## config.mk

```make
export PLATFORM = sky130hd
export DESIGN_NAME = pwm_compare_gen_flat
export DESIGN_NICKNAME = d
export VERILOG_FILES = /design/src/rtl/pwm_compare_gen_if.sv /design/src/rtl/pwm_compare_gen.sv /design/src/flat_wrapper.sv
export SDC_FILE = /design/constraint.sdc
export NUM_CORES = 1
export LEC_CHECK = 0
export ABC_AREA = 1
export ABC_CLOCK_PERIOD_IN_PS = 3220
export CAP_MARGIN = 15
export CORE_AREA = 2 2 104 106
export CTS_BUF_LIST = sky130_fd_sc_hd__clkbuf_16
export DETAILED_ROUTE_END_ITERATION = 7
export DIE_AREA = 0 0 106 108
export GPL_TIMING_DRIVEN = 0
export PLACE_DENSITY = 0.62
export RECOVER_POWER = 100
export SLEW_MARGIN = 20
export SYNTH_ARGS = -nofsm -noshare
export SYNTH_HDL_FRONTEND = slang
export SYNTH_SLANG_ARGS = --single-unit
```

## constraint.sdc

```tcl
create_clock -name slow_clk -period 3.22 [get_ports slow_clk]
set_input_delay 0.483 -clock slow_clk [delete_from_list [all_inputs] [get_ports slow_clk]]
set_output_delay 0.483 -clock slow_clk [all_outputs]
set_load 0.03 [all_outputs]
```

## src/rtl/pwm_compare_gen_if.sv

```systemverilog
// Register-side bus of the PWM compare generator: double-buffered period/duty
// writes, interrupt enable/clear, and the interrupt status going back.
interface pwm_compare_gen_if #(
  parameter int CW = 16
);
  logic [CW-1:0] period_wr;
  logic [CW-1:0] duty_wr;
  logic          load;
  logic          irq_en;
  logic          irq_clr;
  logic          irq_flag;
  logic          irq;

  modport master (
    output period_wr, duty_wr, load, irq_en, irq_clr,
    input  irq_flag, irq
  );

  modport slave (
    input  period_wr, duty_wr, load, irq_en, irq_clr,
    output irq_flag, irq
  );
endinterface

```

## src/rtl/pwm_compare_gen.sv

```systemverilog
// PWM compare stage: watches the main counter, drives pwm_out, requests the
// period-terminal counter clear and raises the period interrupt.
//
// state | meaning
// IDLE  | stopped; pending shadow values move to active every cycle
// RUN   | generating PWM; shadow moves to active only on a terminal cycle
// DONE  | one-shot period finished; output held low until enable drops
module pwm_compare_gen #(
  parameter int CW = 16
) (
  input  logic          slow_clk,
  input  logic          rst,
  input  logic          soft_rst,
  input  logic          enable,
  input  logic          one_shot,
  input  logic [CW-1:0] cnt,
  pwm_compare_gen_if.slave regs,
  output logic          pwm_out,
  output logic          cnt_clr,
  output logic          busy
);

  typedef enum logic [1:0] {IDLE, RUN, DONE} state_t;

  state_t        state, state_nxt;
  logic [CW-1:0] shadow_period, shadow_duty;
  logic [CW-1:0] active_period, active_duty;
  logic          pending;
  logic          terminal;
  logic          xfer;
  logic          pwm_nxt;

  // >= rather than == so an overrun count left from a longer period still ends it
  assign terminal = (state == RUN) && enable && (active_period != '0) &&
                    (cnt >= active_period - CW'(1));
  assign xfer     = pending && ((state == IDLE) || terminal);
  assign pwm_nxt  = (state == RUN) && enable && (cnt < active_duty);

  assign cnt_clr  = terminal;
  assign busy     = (state == RUN);
  assign regs.irq = regs.irq_flag & regs.irq_en;

  always_ff @(posedge slow_clk or posedge rst) begin
    if (rst)           state <= IDLE;
    else if (soft_rst) state <= IDLE;
    else               state <= state_nxt;
  end

  always_comb begin
    state_nxt = state;
    case (state)
      IDLE: if (enable && (active_period != '0)) state_nxt = RUN;
      RUN: begin
        if (!enable)                    state_nxt = IDLE;
        else if (terminal && one_shot)  state_nxt = DONE;
      end
      DONE: if (!enable) state_nxt = IDLE;
      default: state_nxt = IDLE;
    endcase
  end

  always_ff @(posedge slow_clk or posedge rst) begin
    if (rst) begin
      shadow_period <= '0;
      shadow_duty   <= '0;
      active_period <= '0;
      active_duty   <= '0;
      pending       <= 1'b0;
      pwm_out       <= 1'b0;
      regs.irq_flag <= 1'b0;
    end else if (soft_rst) begin
      shadow_period <= '0;
      shadow_duty   <= '0;
      active_period <= '0;
      active_duty   <= '0;
      pending       <= 1'b0;
      pwm_out       <= 1'b0;
      regs.irq_flag <= 1'b0;
    end else begin
      pwm_out <= pwm_nxt;
      if (xfer) begin
        active_period <= shadow_period;
        active_duty   <= shadow_duty;
      end
      // a load in the same cycle as a transfer keeps pending set for its new values
      if (regs.load) begin
        shadow_period <= regs.period_wr;
        shadow_duty   <= regs.duty_wr;
        pending       <= 1'b1;
      end else if (xfer) begin
        pending       <= 1'b0;
      end
      if (terminal)          regs.irq_flag <= 1'b1;
      else if (regs.irq_clr) regs.irq_flag <= 1'b0;
    end
  end

endmodule

```

## src/flat_wrapper.sv

```systemverilog
// flat-port wrapper written by rule: the top's interface ports become plain ports
module pwm_compare_gen_flat 
#(
  parameter int CW = 16
)
  (slow_clk, rst, soft_rst, enable, one_shot, cnt, pwm_out, cnt_clr, busy, regs_period_wr, regs_duty_wr, regs_load, regs_irq_en, regs_irq_clr, regs_irq_flag, regs_irq);
  pwm_compare_gen_if #(.CW(CW)) regs_i ();
  input  logic slow_clk;
  input  logic rst;
  input  logic soft_rst;
  input  logic enable;
  input  logic one_shot;
  input  logic [CW-1:0] cnt;
  output logic pwm_out;
  output logic cnt_clr;
  output logic busy;
  input wire logic [$bits(regs_i.period_wr)-1:0] regs_period_wr;
  input wire logic [$bits(regs_i.duty_wr)-1:0] regs_duty_wr;
  input wire logic [$bits(regs_i.load)-1:0] regs_load;
  input wire logic [$bits(regs_i.irq_en)-1:0] regs_irq_en;
  input wire logic [$bits(regs_i.irq_clr)-1:0] regs_irq_clr;
  output wire logic [$bits(regs_i.irq_flag)-1:0] regs_irq_flag;
  output wire logic [$bits(regs_i.irq)-1:0] regs_irq;
  assign regs_i.period_wr = regs_period_wr;
  assign regs_i.duty_wr = regs_duty_wr;
  assign regs_i.load = regs_load;
  assign regs_i.irq_en = regs_irq_en;
  assign regs_i.irq_clr = regs_irq_clr;
  assign regs_irq_flag = regs_i.irq_flag;
  assign regs_irq = regs_i.irq;
  pwm_compare_gen #(.CW(CW)) u_core (.slow_clk(slow_clk), .rst(rst), .soft_rst(soft_rst), .enable(enable), .one_shot(one_shot), .cnt(cnt), .regs(regs_i), .pwm_out(pwm_out), .cnt_clr(cnt_clr), .busy(busy));
endmodule
```

==> flow_summary_export.csv <==
group,metric,value,unit
detailed_routing,drt_iter0_markers,146,
cells_and_area,final_cell_mix,"sky130_fd_sc_hd__inv_1, sky130_fd_sc_hd__nand3_1, sky130_fd_sc_hd__nand2_1",
timing,maxSlewViolCount,0,
die,top_level_ports,61,
clocking,clk_transition_reported_paths,0.05,ns
worst_hold_path,timing.hold.worst.class,"reg2reg",
timing,worst_slack,0.01960,ns
yosys,synth-xor-area-share,2.832,%
clocking,tritoncts,"built",
critical_path,critPathRequiredTime,2.74,ns
critical_path,worstPathCellList,"nor2_1, nand3_1, nor2_4, nand3_2, or2_4, nor2_4, nand2_1, xnor2_1, inv_1, ha_4, nand4_1, a21oi_1, nor2_1, nand2_1, nand2_2, inv_2, buf_6",
timing,setup_violations,0,
yosys,yosys.area_share.simple,26.46,%
outcome,status,"complete, but fails checks",
clocking,hold_buffers,0,
critical_path,setup.reg_to_reg.worst_slack,0.23,ns
yosys,seq_area_frac_synth,42.95,%
place,numPortBuffers,58,
yosys,netlist-cell-type-count,29,
critical_path,highest_delay_cell_along_the_critical_path,"sky130_fd_sc_hd__dfrtp_2",
power_and_ir_drop,vdd.ir_drop.worst,0.2672,mV
detailed_routing,wl_per_cell,13.94,um
yosys,synth_seq_cells,69,
critical_path,start_kind,"flop",
global_routing,grt_antenna_before_repair,0,
die,initial_core_utilization,39.29,%
die,floorplan.die_area,0.01145,mm2
global_routing,grt_pass1_vias,3555,
place,place.detailed.hpwl,7.684,mm
critical_path,critical_path.max_fanout,4,
timing,period_needed,3.200,ns
cells_and_area,final_cells,717,
critical_path,worstSetupEndpointType,"primary output",
job,cap_viol_max_count,1,
cells_and_area,antenna_cells_inserted,0,
critical_path,critPathArrivalTime,2.72,ns
cells_and_area,share_of_layout_cells_above_drive_strength_1,8.950,%
critical_path,crit_start,"u_core.active_period[5]$_DFFE_PP0P_",
power_and_ir_drop,cellPowerDensity,455.7,mW/mm2
timing,worst_clock_skew,0.005629,ns
detailed_routing,via_count,3558,
yosys,yosys_warnings,0,
outcome,failing_checks,"capacitance limit",
yosys,post_synth.cell_area_avg,8.089,um2
detailed_routing,drtAntennaViolNets,0,
yosys,gate_count_after_technology_mapping,497,
global_routing,grt-ovfl-total,0,
clocking,clk_tree_root_cell,"sky130_fd_sc_hd__clkbuf_16",
clocking,worstSkewPairLatency,0.33,ns
cells_and_area,layout.cells.most_common,"sky130_fd_sc_hd__inv_1",
critical_path,r2r_start,"u_core.active_period[5]$_DFFE_PP0P_",
yosys,synth_top_family_by_area,"simple AND/OR/NAND/NOR gates",
global_routing,grt_start_max_net_pins,38,
timing,grt_setup_unrepaired,"true",
clocking,cts_num_sinks,69,
power_and_ir_drop,cellLeakagePower,2.547,nW
yosys,yosys-mux-area-fraction,0,%
critical_path,crit_end,"cnt_clr",
yosys,mappedNetlistArea,0.004020,mm2
place,placed_cell_count,692,
die,chipHeight,108,um
place,globalplace.congestion,0.8540,
clocking,cts_buffer_depth,2,
timing,achievable-frequency,0.3125,GHz
global_routing,gr-usage-all-layers,18.57,%
timing,post-route-period-util,99.39,%
critical_path,rr_endpoint,"u_core.active_duty[14]$_DFFE_PP0P_",
detailed_routing,detail_route.drc_violations,0,
cells_and_area,final_net_count,664,
critical_path,highest_cell_delay_on_the_worst_timing_path,0.44,ns
yosys,mappedNetlistNets,585,
detailed_routing,routed_wl,9.995,mm
die,chipWidth,106,um
timing,maxSlewHeadroom,1.478,%
timing,worst_pin_slew,1.470,ns
cells_and_area,synthToLayoutAreaGrowth,28.38,%
die,floorplan.rows,37,
cells_and_area,fillcell_total,980,
timing,hold_viol_final,0,
yosys,synth_adder_area_share,9.960,%
detailed_routing,vias_per_cell,4.962,
clocking,htree_num_levels,3,
global_routing,grt_first_pass_wirelength,16.58,mm
clocking,inserted_clock_buffers,9,
die,floorplan.core_area,0.01023,mm2
critical_path,worstRegToRegCells,20,
detailed_routing,dr.pass1.iters,5,
yosys,synth-compound-area-share,7.158,%
place,preCtsSetupSlack,-0.4111,ns
worst_hold_path,worst_hold_path.num_cells,2,
critical_path,crit_type,"reg2out",
[registers in the layout (all words and copies together), names as in the netlist]
signal,flops
u_core.active_duty,16
u_core.active_period,16
u_core.pending,1
u_core.pwm_out,1
u_core.regs.irq_flag,1
u_core.shadow_duty,16
u_core.shadow_period,16
u_core.state,2
[cells in the mapped netlist]
cell type                  instances  area share [%]
sky130_fd_sc_hd__a21o_1            1            0.19
sky130_fd_sc_hd__a21oi_1          16             2.0
sky130_fd_sc_hd__buf_1             5            0.47
sky130_fd_sc_hd__buf_2             3            0.37
sky130_fd_sc_hd__buf_6             3            0.84
sky130_fd_sc_hd__clkbuf_1         17             1.6
sky130_fd_sc_hd__dfrtp_1          69              43
sky130_fd_sc_hd__ha_1             32              10
sky130_fd_sc_hd__inv_1            78             7.3
sky130_fd_sc_hd__inv_2             1           0.093
sky130_fd_sc_hd__nand2_1          71             6.6
sky130_fd_sc_hd__nand2_2           1            0.16
sky130_fd_sc_hd__nand2_4           2            0.56
sky130_fd_sc_hd__nand3_1          73             9.1
sky130_fd_sc_hd__nand3_2           1            0.25
sky130_fd_sc_hd__nand3b_1          1            0.19
sky130_fd_sc_hd__nand4_1          34             5.3
sky130_fd_sc_hd__nand4_2           1            0.31
sky130_fd_sc_hd__nor2_1           26             2.4
sky130_fd_sc_hd__nor2_2            3            0.47
sky130_fd_sc_hd__nor3_1            3            0.37
sky130_fd_sc_hd__nor3_2            1            0.25
sky130_fd_sc_hd__o211ai_1          1            0.19
sky130_fd_sc_hd__o21ai_0          37             4.6
sky130_fd_sc_hd__o31ai_1           1            0.19
sky130_fd_sc_hd__or2_1             1            0.16
sky130_fd_sc_hd__or2_2             2            0.31
sky130_fd_sc_hd__xnor2_1           7             1.5
sky130_fd_sc_hd__xor2_1            6             1.3
[what timing repair did]
| item | 4_1_cts | 5_1_grt |
|---|---|---|
| buffers inserted | 7 | 2 |
| setup endpoints to repair | 1 | 32 |
| gates resized for setup | 15 | 10 |
| pin swaps | 11 | 16 |
[report_power, final]
part / total [mW] / leakage, nW / internal (mW) / switching [mW]
clock: 0.838 / 0.139 / 0.502 / 0.337
combinational: 0.573 / 1.47 / 0.255 / 0.318
sequential: 0.941 / 0.933 / 0.910 / 0.0309
total: 2.35 / 2.55 / 1.67 / 0.685
[how the worst min path moves through the flow]
stage	to	start
final	u_core.active_duty[12]$_DFFE_PP0P_	u_core.active_duty[12]$_DFFE_PP0P_
after global routing	u_core.active_duty[15]$_DFFE_PP0P_	u_core.active_duty[15]$_DFFE_PP0P_
after global placement	u_core.active_duty[6]$_DFFE_PP0P_	u_core.active_duty[6]$_DFFE_PP0P_
after detailed placement	u_core.active_duty[12]$_DFFE_PP0P_	u_core.active_duty[12]$_DFFE_PP0P_
after CTS	u_core.active_duty[12]$_DFFE_PP0P_	u_core.active_duty[12]$_DFFE_PP0P_
after floorplan	u_core.active_duty[10]$_DFFE_PP0P_	u_core.active_duty[10]$_DFFE_PP0P_
[routing by layer]
layer / vias to the layer above / part of all wire [%] / global-route usage (%)
met5: - / 0 / 0
met3: 19 / 4.4 / 4.039
met4: 0 / 2.7 / 7.895
met1: 1635 / 47 / 23.98
li1: 1818 / - / -
met2: 86 / 46 / 30.32
[layout make-up]
type	instances	area, um2	area share (%)
multi-input combinational	321	1926	37.31
inverter	79	297.8	5.770
timing repair buffer	68	654.4	12.68
tap	136	170.2	3.297
clock buffer	9	225.2	4.364
sequential	69	1729	33.50
buffer	28	131.4	2.545
clock inverter	7	27.53	0.5333
[per-stage QoR]
step | instance area (um2) | setup TNS, ns | hold slack, ns | power (mW) | util [%]
2_1_floorplan | 4020 | 0 | 0.4687 | 1.304 | -
3_3_place_gp | 4771 | -14.53 | 0.4877 | 1.462 | 46.63
3_5_place_dp | 4793 | -0.4111 | 0.4972 | 1.486 | 46.85
4_1_cts | 5127 | -0.08433 | 0.5089 | 2.350 | 50.12
5_1_grt | 5161 | -0.1936 | 0.5349 | 2.486 | 50.45
6_report | 5161 | 0 | 0.5009 | 2.352 | 50.45
[critical path, delay by kind of cell (launching register included)]
kind                     cells  cell delay (ns)
adder cells (fa/ha/maj)      1             0.28
AO/OA/AOI/OAI                1             0.14
AND/OR/NAND/NOR             11             1.14
buffers and inverters        3             0.26
XOR/XNOR                     1             0.13
flip-flops                   1             0.44
[logic make-up (layout without fill, tap and decap cells)]
logic type               after synthesis  in the layout
AND/OR/NAND/NOR                      220            220
AO/OA/AOI/OAI                         56             56
flip-flops                            69             69
buffers and inverters                107            191
adder cells (fa/ha/maj)               32             32
XOR/XNOR                              13             13
No activity file was read; power rests on OpenSTA's default activity.
